==> config.mk <==
export PLATFORM = sky130hd
export DESIGN_NAME = multicycle_sequencer
export DESIGN_NICKNAME = d
export VERILOG_FILES = /design/src/rtl/multicycle_sequencer.sv
export SDC_FILE = /design/constraint.sdc
export NUM_CORES = 1
export LEC_CHECK = 0
export BUFFER_PORTS_ARGS = -buffer_cell sky130_fd_sc_hd__buf_2
export CAP_MARGIN = 20
export CORE_MARGIN = 2
export CORE_UTILIZATION = 50
export DETAILED_ROUTE_END_ITERATION = 7
export GPL_ROUTABILITY_DRIVEN = 1
export GPL_TIMING_DRIVEN = 1
export PLACE_DENSITY = 0.81
export SLEW_MARGIN = 20
export SYNTH_ARGS = -nofsm -noshare
export SYNTH_HDL_FRONTEND = slang
export SYNTH_SLANG_ARGS = --single-unit
==> constraint.sdc <==
create_clock -name clk -period 1.9 [get_ports clk]
set_clock_uncertainty 0.1 [all_clocks]
set_input_delay 0.285 -clock clk [delete_from_list [all_inputs] [get_ports clk]]
set_output_delay 0.285 -clock clk [all_outputs]
set_load 0.02 [all_outputs]
==> src/rtl/multicycle_sequencer.sv <==
// Multicycle sequencer for the five-stage datapath: one stage strobe per cycle,
// with reset hold, variable-latency MEM wait, halt/resume and a retired counter.
module multicycle_sequencer #(
  parameter int RESET_HOLD_CYCLES = 4,
  parameter int WAIT_TIMEOUT      = 1024
) (
  input  logic        clk,
  input  logic        reset_n,
  input  logic        halt_req,
  input  logic        mem_ext_req,
  input  logic        mem_ext_ready,
  output logic        state_reset_n,
  output logic        wb_if_wren,
  output logic        if_id_wren,
  output logic        id_ex_wren,
  output logic        ex_mem_wren,
  output logic        mem_wb_wren,
  output logic        ram_wren,
  output logic        reg_wren,
  output logic        pc_wren,
  output logic        halted,
  output logic        timeout_err,
  output logic [31:0] retired_count
);

  localparam int HOLD_W = $clog2(RESET_HOLD_CYCLES + 1);
  localparam int WAIT_W = $clog2(WAIT_TIMEOUT + 1);
  localparam logic [HOLD_W-1:0] HOLD_LAST = HOLD_W'(RESET_HOLD_CYCLES - 1);
  localparam logic [WAIT_W-1:0] WAIT_LAST = WAIT_W'(WAIT_TIMEOUT - 1);

  typedef enum logic [3:0] {
    RESET_HOLD,
    FETCH,
    DECODE,
    EXECUTE,
    MEM_LATCH,
    MEM_ACCESS,
    MEM_WAIT,
    WB_LATCH,
    COMMIT,
    HALT
  } state_t;

  state_t             state;
  state_t             state_next;
  logic [HOLD_W-1:0]  hold_cnt;
  logic [WAIT_W-1:0]  wait_cnt;
  logic               wait_expired;

  always_comb begin
    state_next   = state;
    wait_expired = 1'b0;
    case (state)
      RESET_HOLD: if (hold_cnt == HOLD_LAST) state_next = FETCH;
      FETCH:      state_next = DECODE;
      DECODE:     state_next = EXECUTE;
      EXECUTE:    state_next = MEM_LATCH;
      MEM_LATCH:  state_next = MEM_ACCESS;
      MEM_ACCESS: state_next = mem_ext_req ? MEM_WAIT : WB_LATCH;
      MEM_WAIT: begin
        // Ready is checked first so it wins over a coincident timeout.
        if (mem_ext_ready) begin
          state_next = WB_LATCH;
        end else if (wait_cnt == WAIT_LAST) begin
          wait_expired = 1'b1;
          state_next   = HALT;
        end
      end
      WB_LATCH:   state_next = COMMIT;
      COMMIT:     state_next = halt_req ? HALT : FETCH;
      HALT:       if (!halt_req && !timeout_err) state_next = FETCH;
      default:    state_next = RESET_HOLD;
    endcase
  end

  // Outputs are registered from the next state, so each one is a pure
  // decode of the state register as seen during the cycle.
  always_ff @(posedge clk or negedge reset_n) begin
    if (!reset_n) begin
      state         <= RESET_HOLD;
      hold_cnt      <= '0;
      wait_cnt      <= '0;
      state_reset_n <= 1'b0;
      wb_if_wren    <= 1'b0;
      if_id_wren    <= 1'b0;
      id_ex_wren    <= 1'b0;
      ex_mem_wren   <= 1'b0;
      mem_wb_wren   <= 1'b0;
      ram_wren      <= 1'b0;
      reg_wren      <= 1'b0;
      pc_wren       <= 1'b0;
      halted        <= 1'b0;
      timeout_err   <= 1'b0;
      retired_count <= '0;
    end else begin
      state <= state_next;
      case (state)
        RESET_HOLD: hold_cnt <= hold_cnt + 1'b1;
        MEM_ACCESS: wait_cnt <= '0;
        MEM_WAIT:   if (!mem_ext_ready) wait_cnt <= wait_cnt + 1'b1;
        COMMIT:     retired_count <= retired_count + 32'd1;
        default:    ;
      endcase
      if (wait_expired) timeout_err <= 1'b1;
      state_reset_n <= (state_next != RESET_HOLD);
      if_id_wren    <= (state_next == DECODE);
      id_ex_wren    <= (state_next == EXECUTE);
      ex_mem_wren   <= (state_next == MEM_LATCH);
      ram_wren      <= (state_next == MEM_ACCESS);
      mem_wb_wren   <= (state_next == WB_LATCH);
      reg_wren      <= (state_next == COMMIT);
      wb_if_wren    <= (state_next == COMMIT);
      pc_wren       <= (state_next == COMMIT);
      halted        <= (state_next == HALT);
    end
  end

endmodule
==> metrics.md <==
| Metric | Value |
|---|---|
| Outcome | finished clean |
| Post-Syn Area per Cell | 10.8 sq um |
| Layout Nets | 346 |
| Area delta synth->final | 24.0% |
| Remaining DRCs | 0 |
| Maxcap violations | 0 |
| Tmin final | roughly 1.9 ns |
| Num Clock Sinks | 59 |
| Ys flop type | dfrtp_1 |
| Layout fillers | around 430 |
| Ys Warns | 0 |
| Pins Over Slew Limit | 0 |
| Synth area leaders | dfrtp_1 52%, xnor2_1 5.5%, xor2_1 5.5%, and4_1 2.8%, nand4_1 2.6% |
| H-Tree Depth | 3 |
| Part of the cycle the worst path needs | 97.9% |
| Post-synthesis net count | 274 |
| Setup crit start kind | register |
| Tightest Pin Transition | 0.459 ns |
| Buffers on Ports | 47 |
| TNS Setup | 0 ns |
| Endpoints failing hold | 0 |
| P per Cell Area | 1080 nW/um^2 |
| Unrepaired setup endpoints after global routing | true |
| Post-DP HPWL | 4160 um |
| CP arrival | 1.98 ns |
| Share of post-route cells with drive strength above 1 | 30.8% |
| Die Y | roughly 80 um |
| Leading cell types by count after synthesis | 59 x dfrtp_1, 18 x nand2_1, 18 x xnor2_1, 18 x xor2_1, 16 x nor2_1 |
| Top-count cell post-synth | dfrtp_1 |
| Hold Path Class | in -> reg |
| Crit end category | register |
| Starting Density | 52.0% |
| CTS Buffer Depth | 2 |
| WL per Instance | 14.8 um |
| Fin cells | 413 |
| Min-delay src | halt_req |
| Post-synth EDFFs | 0 |
| CTS tree | done |
| Yosys reg bits | a little under 60 |
| Worst r2r src | state[2]$_DFF_PN0_ |
| Core Region | 5510 sq um |
| Yosys top cell area share | about half |
| Pin count of the biggest net entering global routing | 60 |
| Placed cells | 396 |
| Drt via density | 5.57 |
| First-pass GRT wire length | 10100 um |
| Drt pass-1 iters | 4 |
| FMAX | between 0.5 and 0.6 GHz |
| Remaining antenna violation count | 0 |
| Max_slew headroom | 69.3% |
| Leakage | 1.81 nW |
| Worst EP required | just over 2 ns |
| CP max FO | 6 |
| Peak VDD IR | 0.000776 V |
| Chip width | 79.7 um |
| Die area | approximately 6300 sq um |
| Yosys top cell by area | dfrtp_1 |
| Via Count | 2302 |
| Row count | 27 |
| Grt ovf | 0 |
| Critical path class | reg -> reg |
| Post-synth ARST share | 100% |
| Cell variety after synth | 47 |
| I/O pins | 48 |
| Clk slew on worst S/H paths | 0.06 ns |
| Vias in the first global route | 2171 |
| Setup violations, final | 0 |
| 1st-iter DRT viols | 92 |
| Synthesized instance count | 265 |
| Sequential element share of the synthesized area | 51.6% |
| Initial antenna violation count | 0 |
| Final GP Congestion | 0.822 |
| DRT Wirelength | 6110 um |
| Total track usage | 20.8% |
| Clock latency on the worst-skew pair | 0.34 ns |
| Ant. Diodes | 0 |
| Post-Synthesis Cell Area | 2860 sq um |
| CTS Root Cell | clkbuf_8 |
| Clock buffer count from CTS | 9 |
| Crit path from | state[2]$_DFF_PN0_ |
==> critical path: stages (launching register included) <==
cell     delay, ns
dfrtp_1       0.37
or4b_4        0.55
buf_6         0.14
nor4_4        0.14
buf_4         0.19
nand4_1       0.11
xnor2_1       0.15
==> path summary, 6_finish.rpt <==
path                                            endpoint  slack (ns)  cells after the start
max reg2reg                retired_count[31]$_DFFE_PN0P_        0.04                      6
max in group asynchronous   retired_count[0]$_DFFE_PN0P_        1.05                      3
min in group asynchronous  retired_count[22]$_DFFE_PN0P_        0.37                      3
max                        retired_count[31]$_DFFE_PN0P_        0.04                      6
min reg2reg                retired_count[27]$_DFFE_PN0P_        0.38                      1
min                                   state[3]$_DFF_PN0_        0.25                      5
==> area by class of cell <==
type                            count  area [sq um]  share of cell area [%]
Clock buffer                        9           124                    3.49
Clock inverter                      6          57.6                    1.62
Inverter                            8          30.0                   0.846
Multi-Input combinational cell    188          1340                    37.7
Sequential cell                    59          1480                    41.6
Tap cell                           72          90.1                    2.54
Timing Repair Buffer               71           434                    12.2
==> per-layer routing <==
layer / GRT usage, % / up-vias / routed length, um
li1: - / 1091 / -
met1: 26.5 / 1136 / 2700
met2: 33.4 / 63 / 2970
met3: 4.41 / 12 / 310
met4: 10.9 / 0 / 127
met5: 0 / - / 0
==> logic make-up (layout without fill, tap and decap cells) <==
kind of cell / count (synthesis) / count (layout) / share of synthesized area, %
multiplexers: 4 / 4 / 1.53
flip-flops: 59 / 59 / 51.6
AND/OR/NAND/NOR: 112 / 112 / 24.0
XOR/XNOR: 36 / 36 / 11.0
buffers and inverters: 18 / 94 / 3.19
adder cells (fa/ha/maj): 4 / 4 / 1.75
AO/OA/AOI/OAI: 32 / 32 / 6.91
==> flip-flops by register name, summed over array words and instances, names as in the netlist <==
name / flops
state_reset_n: 1
retired_count: 32
pc_wren: 1
id_ex_wren: 1
if_id_wren: 1
ram_wren: 1
ex_mem_wren: 1
halted: 1
timeout_err: 1
mem_wb_wren: 1
wait_cnt: 11
state: 4
hold_cnt: 3
==> metrics by stage <==
stage	utilization, %	total power, mW	instance area [sq um]	setup slack, ns	hold WS [ns]
final	64.4	3.84	3550	0.0395	0.248
after global placement	60.0	2.73	3300	0.0255	0.212
after detailed placement	60.0	2.76	3300	-0.0388	0.220
after global routing	64.4	4.06	3550	-0.0643	0.276
after floorplan	-	2.36	2870	-0.0472	-0.111
after CTS	63.7	3.84	3510	0.00911	0.237
==> where the power goes <==
part / leakage, nW / internal (mW) / switching [mW]
clock: 0.0946 / 0.588 / 0.493
sequential: 0.800 / 1.44 / 0.121
combinational: 0.911 / 0.520 / 0.680
==> what timing repair did <==
item | CTS | global route
setup endpoints to repair | 3 | 26
setup buffers | 0 | 1
gates resized for setup | 3 | 9
cloned | 0 | 0
pin swaps | 0 | 3
hold buffers | 1 | 0
endpoints found under the hold margin | 59 | 0
==> layout by cell type (no fill, tap or decap), drive strengths merged, types with 2 or more instances in the layout <==
| master | count |
|---|---|
| clkinv | 4 |
| nand4 | 13 |
| dfrtp | 59 |
| and3 | 4 |
| and2 | 3 |
| o21ai | 8 |
| or3 | 3 |
| nand3 | 11 |
| mux2 | 3 |
| nor3 | 14 |
| nand4b | 2 |
| nor4 | 4 |
| xnor2 | 18 |
| nor2 | 16 |
| nor3b | 2 |
| or4 | 2 |
| clkbuf | 9 |
| o31ai | 3 |
| nor2b | 4 |
| nand2b | 3 |
| a21oi | 11 |
| xor2 | 18 |
| nand2 | 18 |
| buf | 70 |
| o211ai | 2 |
| inv | 8 |
| ha | 4 |
| and4 | 9 |
No activity file was read; power rests on OpenSTA's default activity.
